<file path="src/rtl/wb_mem_arbiter_if.sv">
// Wishbone classic bus bundle between one master and one slave.
// The master modport drives the request side; the slave modport answers it.
interface wb_mem_arbiter_if #(
  parameter int ADDR_W = 32,
  parameter int DATA_W = 32
);
  localparam int SEL_W = DATA_W / 8;

  logic              cyc;
  logic              stb;
  logic              we;
  logic [SEL_W-1:0]  sel;
  logic [ADDR_W-1:0] adr;
  logic [DATA_W-1:0] dat_w;  // master -> slave write data
  logic [DATA_W-1:0] dat_r;  // slave -> master read data
  logic              ack;
  logic              err;

  modport master (
    output cyc, stb, we, sel, adr, dat_w,
    input  dat_r, ack, err
  );

  modport slave (
    input  cyc, stb, we, sel, adr, dat_w,
    output dat_r, ack, err
  );
endinterface

</file>
<file path="src/rtl/wb_mem_arbiter.sv">
// Two-master Wishbone arbiter for the shared memory port.
// M0 = instruction fetch, M1 = data access. The owner keeps the port until it
// drops cyc, so bursts are never split. A watchdog aborts stalled strobes.
module wb_mem_arbiter #(
  parameter int ADDR_W  = 32,
  parameter int DATA_W  = 32,
  parameter int FAIR    = 1,
  parameter int TIMEOUT = 255
) (
  input  logic                clk,
  input  logic                rst_i,
  wb_mem_arbiter_if.slave     m0_if,
  wb_mem_arbiter_if.slave     m1_if,
  wb_mem_arbiter_if.master    s_if,
  output logic [1:0]          grant_o
);

  localparam int SEL_W = DATA_W / 8;
  localparam int WD_W  = (TIMEOUT > 0) ? $clog2(TIMEOUT + 1) : 1;
  localparam bit WD_EN = (TIMEOUT != 0);
  localparam logic [WD_W-1:0] WD_LAST = WD_W'((TIMEOUT > 0) ? TIMEOUT - 1 : 0);

  typedef enum logic [1:0] {
    IDLE  = 2'd0,
    OWN0  = 2'd1,
    OWN1  = 2'd2,
    ABORT = 2'd3
  } state_e;

  state_e            state_q, state_d;
  logic              last_owner_q, last_owner_d;
  logic [WD_W-1:0]   wd_q, wd_d;

  logic              owner;     // 0: M0, 1: M1 (valid in OWNx / ABORT)
  logic              own_cyc;
  logic              oth_cyc;
  logic              wd_fire;

  logic              s_cyc, s_stb, s_we;
  logic [SEL_W-1:0]  s_sel;
  logic [ADDR_W-1:0] s_adr;
  logic [DATA_W-1:0] s_dat;
  logic              m0_ack, m1_ack, m0_err, m1_err;

  // In ABORT the owner is remembered by last_owner, which was set on entry.
  assign owner   = (state_q == OWN1) || ((state_q == ABORT) && last_owner_q);
  assign own_cyc = owner ? m1_if.cyc : m0_if.cyc;
  assign oth_cyc = owner ? m0_if.cyc : m1_if.cyc;

  // State, last owner and watchdog registers with synchronous reset.
  always_ff @(posedge clk) begin
    // NOTE: non-blocking assignments keep every register sampling the
    // pre-edge values, so update order inside the block does not matter.
    if (rst_i) begin
      state_q      <= IDLE;
      last_owner_q <= 1'b1;
      wd_q         <= '0;
    end else begin
      state_q      <= state_d;
      last_owner_q <= last_owner_d;
      wd_q         <= wd_d;
    end
  end

  // Next-state, bus mux and watchdog decision.
  always_comb begin
    // NOTE: every output of this block gets a default first so no path
    // through the case statement can leave a value held (no latches).
    state_d      = state_q;
    last_owner_d = last_owner_q;
    wd_d         = '0;
    wd_fire      = 1'b0;
    s_cyc        = 1'b0;
    s_stb        = 1'b0;
    s_we         = 1'b0;
    s_sel        = '0;
    s_adr        = '0;
    s_dat        = '0;
    m0_ack       = 1'b0;
    m1_ack       = 1'b0;
    m0_err       = 1'b0;
    m1_err       = 1'b0;

    unique case (state_q)
      IDLE: begin
        if (m0_if.cyc && m1_if.cyc) begin
          // Round-robin flips away from the last owner; fixed priority picks M1.
          state_d = (FAIR != 0 && last_owner_q) ? OWN0 : OWN1;
        end else if (m0_if.cyc) begin
          state_d = OWN0;
        end else if (m1_if.cyc) begin
          state_d = OWN1;
        end
      end

      OWN0, OWN1: begin
        s_cyc = own_cyc;
        s_stb = owner ? m1_if.stb   : m0_if.stb;
        s_we  = owner ? m1_if.we    : m0_if.we;
        s_sel = owner ? m1_if.sel   : m0_if.sel;
        s_adr = owner ? m1_if.adr   : m0_if.adr;
        s_dat = owner ? m1_if.dat_w : m0_if.dat_w;
        // A real ack or err in the expiry cycle takes precedence.
        wd_fire = WD_EN && (wd_q == WD_LAST) && own_cyc && s_stb &&
                  !s_if.ack && !s_if.err;
        if (owner) begin
          m1_ack = s_if.ack;
          m1_err = s_if.err | wd_fire;
        end else begin
          m0_ack = s_if.ack;
          m0_err = s_if.err | wd_fire;
        end
        if (!own_cyc) begin
          state_d = oth_cyc ? (owner ? OWN0 : OWN1) : IDLE;
        end else if (wd_fire) begin
          state_d = ABORT;
        end
      end

      ABORT: begin
        // Slave port stays quiet until the aborted master lets go.
        if (!own_cyc) begin
          state_d = oth_cyc ? (owner ? OWN0 : OWN1) : IDLE;
        end
      end

      default: state_d = IDLE;
    endcase

    if (state_d == OWN0) begin
      last_owner_d = 1'b0;
    end else if (state_d == OWN1) begin
      last_owner_d = 1'b1;
    end

    // Count only uninterrupted waiting strobes within one ownership.
    if ((state_d == state_q) && s_stb && !s_if.ack && !s_if.err) begin
      wd_d = wd_q + 1'b1;
    end
  end

  // One-hot grant view of the current owner.
  always_comb begin
    grant_o = 2'b00;
    unique case (state_q)
      OWN0:    grant_o = 2'b01;
      OWN1:    grant_o = 2'b10;
      ABORT:   grant_o = last_owner_q ? 2'b10 : 2'b01;
      default: grant_o = 2'b00;
    endcase
  end

  assign s_if.cyc   = s_cyc;
  assign s_if.stb   = s_stb;
  assign s_if.we    = s_we;
  assign s_if.sel   = s_sel;
  assign s_if.adr   = s_adr;
  assign s_if.dat_w = s_dat;

  assign m0_if.dat_r = s_if.dat_r;
  assign m1_if.dat_r = s_if.dat_r;
  assign m0_if.ack   = m0_ack;
  assign m1_if.ack   = m1_ack;
  assign m0_if.err   = m0_err;
  assign m1_if.err   = m1_err;

endmodule

</file>
<file path="src/flat_wrapper.sv">
// flat-port wrapper written by rule: the top's interface ports become plain ports
module wb_mem_arbiter_flat 
#(
  parameter int ADDR_W  = 32,
  parameter int DATA_W  = 32,
  parameter int FAIR    = 1,
  parameter int TIMEOUT = 255
)
  (clk, rst_i, grant_o, m0_if_cyc, m0_if_stb, m0_if_we, m0_if_sel, m0_if_adr, m0_if_dat_w, m0_if_dat_r, m0_if_ack, m0_if_err, m1_if_cyc, m1_if_stb, m1_if_we, m1_if_sel, m1_if_adr, m1_if_dat_w, m1_if_dat_r, m1_if_ack, m1_if_err, s_if_cyc, s_if_stb, s_if_we, s_if_sel, s_if_adr, s_if_dat_w, s_if_dat_r, s_if_ack, s_if_err);
  wb_mem_arbiter_if #(.ADDR_W(ADDR_W), .DATA_W(DATA_W)) m0_if_i ();
  wb_mem_arbiter_if #(.ADDR_W(ADDR_W), .DATA_W(DATA_W)) m1_if_i ();
  wb_mem_arbiter_if #(.ADDR_W(ADDR_W), .DATA_W(DATA_W)) s_if_i ();
  input  logic clk;
  input  logic rst_i;
  output logic [1:0] grant_o;
  input wire logic [$bits(m0_if_i.cyc)-1:0] m0_if_cyc;
  input wire logic [$bits(m0_if_i.stb)-1:0] m0_if_stb;
  input wire logic [$bits(m0_if_i.we)-1:0] m0_if_we;
  input wire logic [$bits(m0_if_i.sel)-1:0] m0_if_sel;
  input wire logic [$bits(m0_if_i.adr)-1:0] m0_if_adr;
  input wire logic [$bits(m0_if_i.dat_w)-1:0] m0_if_dat_w;
  output wire logic [$bits(m0_if_i.dat_r)-1:0] m0_if_dat_r;
  output wire logic [$bits(m0_if_i.ack)-1:0] m0_if_ack;
  output wire logic [$bits(m0_if_i.err)-1:0] m0_if_err;
  input wire logic [$bits(m1_if_i.cyc)-1:0] m1_if_cyc;
  input wire logic [$bits(m1_if_i.stb)-1:0] m1_if_stb;
  input wire logic [$bits(m1_if_i.we)-1:0] m1_if_we;
  input wire logic [$bits(m1_if_i.sel)-1:0] m1_if_sel;
  input wire logic [$bits(m1_if_i.adr)-1:0] m1_if_adr;
  input wire logic [$bits(m1_if_i.dat_w)-1:0] m1_if_dat_w;
  output wire logic [$bits(m1_if_i.dat_r)-1:0] m1_if_dat_r;
  output wire logic [$bits(m1_if_i.ack)-1:0] m1_if_ack;
  output wire logic [$bits(m1_if_i.err)-1:0] m1_if_err;
  output wire logic [$bits(s_if_i.cyc)-1:0] s_if_cyc;
  output wire logic [$bits(s_if_i.stb)-1:0] s_if_stb;
  output wire logic [$bits(s_if_i.we)-1:0] s_if_we;
  output wire logic [$bits(s_if_i.sel)-1:0] s_if_sel;
  output wire logic [$bits(s_if_i.adr)-1:0] s_if_adr;
  output wire logic [$bits(s_if_i.dat_w)-1:0] s_if_dat_w;
  input wire logic [$bits(s_if_i.dat_r)-1:0] s_if_dat_r;
  input wire logic [$bits(s_if_i.ack)-1:0] s_if_ack;
  input wire logic [$bits(s_if_i.err)-1:0] s_if_err;
  assign m0_if_i.cyc = m0_if_cyc;
  assign m0_if_i.stb = m0_if_stb;
  assign m0_if_i.we = m0_if_we;
  assign m0_if_i.sel = m0_if_sel;
  assign m0_if_i.adr = m0_if_adr;
  assign m0_if_i.dat_w = m0_if_dat_w;
  assign m0_if_dat_r = m0_if_i.dat_r;
  assign m0_if_ack = m0_if_i.ack;
  assign m0_if_err = m0_if_i.err;
  assign m1_if_i.cyc = m1_if_cyc;
  assign m1_if_i.stb = m1_if_stb;
  assign m1_if_i.we = m1_if_we;
  assign m1_if_i.sel = m1_if_sel;
  assign m1_if_i.adr = m1_if_adr;
  assign m1_if_i.dat_w = m1_if_dat_w;
  assign m1_if_dat_r = m1_if_i.dat_r;
  assign m1_if_ack = m1_if_i.ack;
  assign m1_if_err = m1_if_i.err;
  assign s_if_cyc = s_if_i.cyc;
  assign s_if_stb = s_if_i.stb;
  assign s_if_we = s_if_i.we;
  assign s_if_sel = s_if_i.sel;
  assign s_if_adr = s_if_i.adr;
  assign s_if_dat_w = s_if_i.dat_w;
  assign s_if_i.dat_r = s_if_dat_r;
  assign s_if_i.ack = s_if_ack;
  assign s_if_i.err = s_if_err;
  wb_mem_arbiter #(.ADDR_W(ADDR_W), .DATA_W(DATA_W), .FAIR(FAIR), .TIMEOUT(TIMEOUT)) u_core (.clk(clk), .rst_i(rst_i), .m0_if(m0_if_i), .m1_if(m1_if_i), .s_if(s_if_i), .grant_o(grant_o));
endmodule
</file>
<file path="config.mk">
export PLATFORM = sky130hd
export DESIGN_NAME = wb_mem_arbiter_flat
export DESIGN_NICKNAME = d
export VERILOG_FILES = /design/src/rtl/wb_mem_arbiter_if.sv /design/src/rtl/wb_mem_arbiter.sv /design/src/flat_wrapper.sv
export SDC_FILE = /design/constraint.sdc
export NUM_CORES = 1
export LEC_CHECK = 0
export CAP_MARGIN = 40
export CORE_AREA = 2 2 124 126
export CTS_BUF_LIST = sky130_fd_sc_hd__clkbuf_8
export CTS_CLUSTER_SIZE = 28
export DETAILED_ROUTE_END_ITERATION = 6
export DIE_AREA = 0 0 126 128
export GPL_ROUTABILITY_DRIVEN = 0
export PLACE_DENSITY = 0.67
export SLEW_MARGIN = 15
export SYNTH_ARGS = -nofsm -noshare
export SYNTH_HDL_FRONTEND = slang
export SYNTH_SLANG_ARGS = --single-unit
</file>
<file path="constraint.sdc">
create_clock -name clk -period 3.8 [get_ports clk]
set_input_delay 0.76 -clock clk [delete_from_list [all_inputs] [get_ports clk]]
set_output_delay 0.76 -clock clk [all_outputs]
set_load 0.02 [all_outputs]
</file>
==> results of run 1 <==
## layout by cell type (no fill, tap or decap), drive strengths merged, types with 5 or more instances in the layout
cell type,instances
a21oi,6
nand3,5
clkdlybuf4s50,222
nand2,146
dfxtp,11
nor2,10
ha,6
nor4,9
buf,8
a21boi,69
## cells by family after synthesis
group | count (synthesis) | share of synthesized area, %
flip-flops | 11 | 9.16
multiplexers | 4 | 1.66
buffers and inverters | 92 | 24.5
XOR/XNOR | 6 | 2.19
AO/OA/AOI/OAI | 88 | 26.8
AND/OR/NAND/NOR | 187 | 32.5
adder cells (fa/ha/maj) | 6 | 3.12
## cells in the mapped netlist (2+ instances only)
| cell type | n |
|---|---|
| mux2i_1 | 4 |
| nand3_1 | 5 |
| dfxtp_1 | 11 |
| nor4_1 | 9 |
| nand2b_1 | 3 |
| inv_1 | 4 |
| and2_1 | 2 |
| nor2b_1 | 3 |
| a21oi_1 | 5 |
| a21boi_0 | 69 |
| nand3b_1 | 2 |
| xor2_1 | 2 |
| ha_1 | 6 |
| clkbuf_1 | 23 |
| o21ai_0 | 3 |
| a21o_1 | 3 |
| buf_4 | 65 |
| nor2_1 | 10 |
| xnor2_1 | 4 |
| nand4_1 | 2 |
| nand2_1 | 146 |
## metal layers
metal  GRT usage, %  wire [um]
met5          0.929          0
met4          0.905         26
met3           5.09       1310
met2           20.5       5090
met1           16.0       4620
## sequential cells by signal, summed over array words and instances, names as in the netlist
| register | cells |
|---|---|
| u_core.wd_q | 8 |
| u_core.state_q | 2 |
| u_core.last_owner_q | 1 |
## cell type report
class,count,share of cell area (%)
clock buffers,3,0.927
clock inverters,1,0.112
inverters,4,0.337
multi-input cells,291,36.1
flip-flops and latches,11,4.94
well taps,188,5.28
repair buffers,230,52.3
## critical path, cell delays in order, from the launching register on
cell,delay [ps]
dfxtp_1,460
inv_1,120
ha_1,260
a21o_2,270
buf_12,190
mux2i_1,150
nor4_1,170
o21ai_0,150
nor2_1,110
clkdlybuf4s50_1,610
## power by group through the flow
stage               combinational, mW  clock [mW]  sequential, mW
floorplan                        1.58           0           0.148
finish                           2.79       0.121           0.155
CTS                              2.83       0.124           0.154
detailed placement               2.82           0           0.156
global route                     3.02       0.128           0.157
global placement                 2.82           0           0.155
## through the flow
| stage | worst slack [ps] | cells |
|---|---|---|
| after floorplan | 1190 | 394 |
| after global placement | 458 | 724 |
| after detailed placement | 456 | 724 |
| after CTS | 306 | 728 |
| after global routing | 135 | 728 |
| final | 315 | 728 |
## worst max-delay path by stage
stage                                             from              to  slack [ps]
after floorplan           u_core.state_q[0]$_SDFF_PP0_  s_if_dat_w[23]        1190
after global placement                       m1_if_cyc       m0_if_err         460
after detailed placement                     m1_if_cyc       m0_if_err         460
after CTS                 u_core.state_q[0]$_SDFF_PP0_       m0_if_err         310
after global routing      u_core.state_q[0]$_SDFF_PP0_       m0_if_err         130
final                     u_core.state_q[0]$_SDFF_PP0_       m0_if_err         320
==> tab_implementation.tex, run 1 <==
\begin{tabular}{lr}
\hline
Metric & Value \\
\hline
\multicolumn{2}{l}{\textbf{Timing}} \\
\quad Max frequency & 287 MHz \\
\quad Final setup skew & 3.97 ps \\
\quad Setup violation total in the final timing report & 0 \\
\quad Total Negative Setup Slacks & 0 ps \\
\quad Setup repair after global routing missed its margin & no \\
\quad Final Hold Fails & 0 \\
\quad Normalized max-slew margin & 44.2\% \\
\quad Hold Slack & 558 ps \\
\quad Period Utilization, post-route & 91.7\% \\
\quad Slew at the pin with the worst max-slew slack & 836 ps \\
\quad Total count of max-transition violations in the final report & 0 \\
\quad Fin crit period & 3480 ps \\
\multicolumn{2}{l}{\textbf{Synthesis}} \\
\quad Number of warnings printed during yosys synthesis & 0 \\
\quad Syn avg cell area & 6.10 sq um \\
\quad Synthesized flop and latch total & 11 \\
\quad Register area share after synthesis & 9.16\% \\
\quad Net count of the mapped netlist & 578 \\
\quad Top cell type by total area after synthesis & nand2\_1 \\
\quad Synthesized instance count & 394 \\
\quad Distinct cells, synth & 34 \\
\quad Dominant cells by area after synthesis & nand2\_1 (23\%), a21boi\_0 (22\%), buf\_4 (20\%) \\
\quad Fraction of post-synthesis cell area in the top cell type by area & 22.8\% \\
\quad Async set-or-reset flop fraction in the synthesized netlist & 0\% \\
\quad Number of enable flip-flop cells after synthesis & 0 \\
\quad Mapped Area & 2400 sq um \\
\quad Main flop type after synthesis & dfxtp\_1 \\
\multicolumn{2}{l}{\textbf{Place}} \\
\quad Post-detail-place hpwl & 8940 um \\
\quad Post-Place Cell Area & 4410 sq um \\
\quad IO buf count & 222 \\
\multicolumn{2}{l}{\textbf{Global route}} \\
\quad Maximum number of pins on one net before global-route repair & 41 \\
\quad Global-route wire length before repair & 16500 um \\
\quad All-layer global routing usage & 12.5\% \\
\quad Via count of the first global-routing pass & 2880 \\
\quad Grt total ovfl & 0 \\
\quad Number of antenna violations at the first check in global routing & 0 \\
\multicolumn{2}{l}{\textbf{Clock network}} \\
\quad Cts bufs inserted & 3 \\
\quad Post-cts hold buffer count & 0 \\
\quad Root Buffer Master & clkbuf\_8 \\
\quad CTS-repair resized insts & 0 \\
\quad CTS tree & done \\
\quad Number of buffers on the longest clock path & 2 \\
\quad Clock-pin slew on the worst setup and hold paths & 60 ps \\
\quad Clock latency of the later-clocked register in the worst-skew pair & 240 ps \\
\quad Post-CTS setup-driven buffer insertion count & 0 \\
\quad Maximum level of the CTS H-tree & 1 \\
\quad Number of sinks handled by clock tree synthesis & 11 \\
\multicolumn{2}{l}{\textbf{Pwr}} \\
\quad Seq pwr share & 5.0\% \\
\quad Sw Ratio & 51.6\% \\
\quad Switching power summed over all nets & 1.58 mW \\
\quad Max rail drop VDD & 0.485 mV \\
\quad Pwr dens & 688 nW/um\^{}2 \\
\quad Cell-internal power & 1.48 mW \\
\quad Clock Power Share & 4.0\% \\
\quad Total power & 3.06 mW \\
\quad Combinational share of power & 91.0\% \\
\quad Static leakage power & 1.66 nW \\
\multicolumn{2}{l}{\textbf{Layout}} \\
\quad Nets & 725 \\
\quad FF+latch area & 220 sq um \\
\quad Fill cell instance count of the final layout & 1610 \\
\quad Final Util & 30.0\% \\
\quad Diodes inserted & 0 \\
\quad Fin area & 4460 sq um \\
\quad Syn-to-layout area delta & 85.3\% \\
\quad Multi-input logic area & 1610 sq um \\
\quad Fraction of final layout cells sized beyond drive strength 1 & 3.15\% \\
\multicolumn{2}{l}{\textbf{Routing}} \\
\quad Number of remaining DRC errors & 0 \\
\quad Count of antenna-violating nets left after detailed routing & 0 \\
\quad Routed wire length & 11100 um \\
\quad Detailed router's first-iteration violation count & 72 \\
\quad Number of search-and-repair iterations in the first detailed-routing pass & 4 \\
\quad Vias per inst & 4.17 \\
\quad Post-detailed-route wirelength per cell & 15.2 um \\
\quad Total via count after detailed routing & 3038 \\
\multicolumn{2}{l}{\textbf{Min path}} \\
\quad Worst Hold Launch & u\_core.wd\_q[7]\$\_SDFF\_PP0\_ \\
\quad Worst hold path class & reg -> reg \\
\quad Terminating pin of the worst hold path & u\_core.wd\_q[7]\$\_SDFF\_PP0\_ \\
\quad Worst Hold Path Cells & 3 \\
\multicolumn{2}{l}{\textbf{Outcome}} \\
\quad Result of the run & finished, final reports clean \\
\multicolumn{2}{l}{\textbf{Floorplanning}} \\
\quad Die height & 128 um \\
\quad DIE WIDTH & 126 um \\
\quad Rows & 45 \\
\quad Num ports & 319 \\
\quad Core Area & 14900 sq um \\
\quad Die footprint & 16100 sq um \\
\quad Starting Density & 16.2\% \\
\multicolumn{2}{l}{\textbf{Job}} \\
\quad Max-Cap Viols & 0 \\
\multicolumn{2}{l}{\textbf{Worst setup path}} \\
\quad Worst r2r path cells & 11 \\
\quad Worst EP arrival & 2720 ps \\
\quad Worst reg2reg path endpoint & u\_core.last\_owner\_q\$\_SDFFE\_PP1P\_ \\
\quad Highest fanout seen on the critical path & 38 \\
\quad Beginning of the worst register-to-register path & u\_core.state\_q[0]\$\_SDFF\_PP0\_ \\
\quad CP Data Required Time & 3040 ps \\
\quad Type of the worst setup path & reg -> out \\
\quad Kind of capture point of the worst setup path & output port \\
\quad Kind of launch point of the worst setup path & flip-flop \\
\quad Setup slack, reg-to-reg & 850 ps \\
\hline
\end{tabular}
No activity file was read; power rests on OpenSTA's default activity.
==> inputs of run 2 (changes only) <==
--- a/config.mk
+++ b/config.mk
@@ -7,7 +7,7 @@
 export LEC_CHECK = 0
 export CAP_MARGIN = 40
 export CORE_AREA = 2 2 124 126
-export CTS_BUF_LIST = sky130_fd_sc_hd__clkbuf_8
+export CTS_BUF_LIST = sky130_fd_sc_hd__clkbuf_16
 export CTS_CLUSTER_SIZE = 28
 export DETAILED_ROUTE_END_ITERATION = 6
 export DIE_AREA = 0 0 126 128
==> run 2 against run 1 <==
  * Setup slack worse by 12 ps
  * Critical path depth is the same
  * Non-clock buffer count unchanged
  * Final cell count is the same
  * Clock power increased by 59%
  * Critical endpoint unchanged
==> tab_implementation.tex, run 2 (synthesis results as in run 1) <==
\begin{tabular}{lr}
\hline
Metric & Value \\
\hline
\multicolumn{2}{l}{\textbf{Clock network}} \\
\quad Cts bufs inserted & 3 (unchanged) \\
\quad Root Buffer Master & clkbuf\_16 \\
\quad Post-CTS setup-driven buffer insertion count & 0 (unchanged) \\
\quad Clock latency of the later-clocked register in the worst-skew pair & 240 ps (about the same) \\
\quad CTS-repair resized insts & 0 (unchanged) \\
\quad CTS tree & done \\
\quad Clock-pin slew on the worst setup and hold paths & 40 ps (-20 ps) \\
\quad Maximum level of the CTS H-tree & 1 (unchanged) \\
\quad Number of buffers on the longest clock path & 2 (unchanged) \\
\quad Number of sinks handled by clock tree synthesis & 11 (unchanged) \\
\quad Post-cts hold buffer count & 0 (unchanged) \\
\multicolumn{2}{l}{\textbf{Worst setup path}} \\
\quad Kind of capture point of the worst setup path & output port \\
\quad CP Data Required Time & 3040 ps (about the same) \\
\quad Highest fanout seen on the critical path & 38 (unchanged) \\
\quad Launching instance or port of the critical path & u\_core.state\_q[0]\$\_SDFF\_PP0\_ \\
\quad Slowest cell on the critical path & clkdlybuf4s50\_1 \\
\quad CP top delay family & buffers and inverters \\
\quad Type of the worst setup path & reg -> out \\
\quad Crit path cell chain & inv\_1, ha\_1, a21o\_2, buf\_12, mux2i\_1, nor4\_1, o21ai\_0, nor2\_1, clkdlybuf4s50\_1 \\
\quad Beginning of the worst register-to-register path & u\_core.state\_q[0]\$\_SDFF\_PP0\_ \\
\quad Worst EP arrival & 2740 ps (+20 ps) \\
\quad Maximum cell stage delay along the critical path & 610 ps (about the same) \\
\quad Kind of launch point of the worst setup path & flip-flop \\
\quad CP Buf/Inv Count & 3 (unchanged) \\
\multicolumn{2}{l}{\textbf{Timing}} \\
\quad Period Utilization, post-route & 92.0\% (+0.33 points) \\
\quad Fin crit period & 3500 ps (+12.5 ps) \\
\quad Total Negative Setup Slacks & 0 ps (unchanged) \\
\quad Normalized max-slew margin & 42.6\% (-1.5 points) \\
\quad Hold Slack & 556 ps (-1.74 ps) \\
\quad Total count of max-transition violations in the final report & 0 (unchanged) \\
\quad Slew at the pin with the worst max-slew slack & 859 ps (+22.9 ps) \\
\quad Setup violation total in the final timing report & 0 (unchanged) \\
\quad Final Hold Fails & 0 (unchanged) \\
\quad Setup repair after global routing missed its margin & no \\
\quad Max frequency & 286 MHz (-0.36\%) \\
\quad Final setup skew & 1.84 ps (-2.13 ps) \\
\multicolumn{2}{l}{\textbf{Pwr}} \\
\quad Static leakage power & 1.67 nW (+0.93\%) \\
\quad Max rail drop VDD & 0.482 mV (-0.56\%) \\
\quad Pwr dens & 699 nW/um\^{}2 (+1.6\%) \\
\multicolumn{2}{l}{\textbf{Global route}} \\
\quad Global-route wire length before repair & 16500 um (about the same) \\
\quad Grt total ovfl & 0 (unchanged) \\
\quad Via count of the first global-routing pass & 2873 (-0.24\%) \\
\quad All-layer global routing usage & 12.4\% (-0.026 points) \\
\quad Maximum number of pins on one net before global-route repair & 41 (unchanged) \\
\quad Number of antenna violations at the first check in global routing & 0 (unchanged) \\
\multicolumn{2}{l}{\textbf{Layout}} \\
\quad Most frequent standard cell in the layout excluding fill and tap cells & clkdlybuf4s50\_1 \\
\quad Leading registers by flop count & u\_core.wd\_q (8), u\_core.state\_q (2), u\_core.last\_owner\_q (1) \\
\quad Commonest non-fill, non-tap cells in the layout & clkdlybuf4s50\_1 (222), nand2\_1 (146), a21boi\_0 (69), dfxtp\_1 (11), nor2\_1 (10) \\
\quad Syn-to-layout area delta & 86.7\% \\
\quad Biggest register & u\_core.wd\_q \\
\quad Max FFs per register & 8 (unchanged) \\
\quad Fraction of final layout cells sized beyond drive strength 1 & 3.15\% (unchanged) \\
\quad Final Util & 30.2\% (+0.23 points) \\
\quad Diodes inserted & 0 (unchanged) \\
\quad Nets & 725 (unchanged) \\
\multicolumn{2}{l}{\textbf{Job}} \\
\quad Max-Cap Viols & 0 (unchanged) \\
\multicolumn{2}{l}{\textbf{Routing}} \\
\quad Routed wire length & 11000 um (-0.24\%) \\
\quad Number of remaining DRC errors & 0 (unchanged) \\
\quad Count of antenna-violating nets left after detailed routing & 0 (unchanged) \\
\quad Total via count after detailed routing & 3043 (+0.16\%) \\
\quad Number of search-and-repair iterations in the first detailed-routing pass & 4 (unchanged) \\
\quad Detailed router's first-iteration violation count & 79 (+9.7\%) \\
\quad Vias per inst & 4.18 (+0.16\%) \\
\quad Post-detailed-route wirelength per cell & 15.2 um (-0.24\%) \\
\multicolumn{2}{l}{\textbf{Floorplanning}} \\
\quad Rows & 45 (unchanged) \\
\quad Die height & 128 um (unchanged) \\
\quad DIE WIDTH & 126 um (unchanged) \\
\quad Die footprint & 16100 sq um (unchanged) \\
\quad Starting Density & 16.2\% (unchanged) \\
\quad Num ports & 319 (unchanged) \\
\quad Core Area & 14900 sq um (unchanged) \\
\multicolumn{2}{l}{\textbf{Outcome}} \\
\quad Result of the run & finished, final reports clean \\
\multicolumn{2}{l}{\textbf{Min path}} \\
\quad Worst Hold Launch & u\_core.wd\_q[7]\$\_SDFF\_PP0\_ \\
\quad Worst hold path class & reg -> reg \\
\multicolumn{2}{l}{\textbf{Place}} \\
\quad Post-detail-place hpwl & 8940 um (unchanged) \\
\quad IO buf count & 222 (unchanged) \\
\hline
\end{tabular}
-- run 2: changes by cell type in the layout (fill, tap and decap cells not counted) --
cell,delta
clkbuf_16,+3
clkbuf_8,-3
-- run 2: final cells by class --
type	instances	area, sq um
inverter	4	15.0
clock inverter	1	5.00
multi-input combinational	291	1610
sequential	11	220
fill	1612	10400
timing repair buffer	230	2330
tap	188	235
clock buffer	3	75.1
-- run 2: report_power, final --
group	switching, mW	internal (mW)	leakage (nW)	total (mW)
registers	0.0250	0.130	0.0892	0.155
clock network	0.0524	0.139	0.0409	0.192
logic	1.51	1.28	1.54	2.79
total	1.59	1.55	1.67	3.14
-- run 2: metrics by stage --
stage               setup WS, ps  instance area (sq um)  instances  power (mW)
CTS                          316                   4490        728        3.18
global route                 143                   4490        728        3.37
global placement             458                   4410        724        2.98
finish                       303                   4490        728        3.14
detailed placement           456                   4410        724        2.97
floorplan                   1190                   2400        394        1.73
-- run 2: final timing paths --
kind / slack [ps] / end / cells past startpoint
min reg2reg: 560 / u_core.wd_q[7]$_SDFF_PP0_ / 3
min: 560 / u_core.wd_q[7]$_SDFF_PP0_ / 3
max reg2reg: 850 / u_core.last_owner_q$_SDFFE_PP1P_ / 11
max: 300 / m0_if_err / 9
-- run 2: layer usage --
metal  wire [um]  GRT usage [%]  up-vias
li1            -              -     1524
met1        4640           16.0     1328
met2        5100           20.5      187
met3        1280           5.09        4
met4          17          0.711        0
met5           0          0.929        -
-- run 2: tightest hold or removal path: stages, from the launching register on --
cell	delay, ps
dfxtp_1	340
xnor2_1	80
nand2_1	60
nor4_1	40
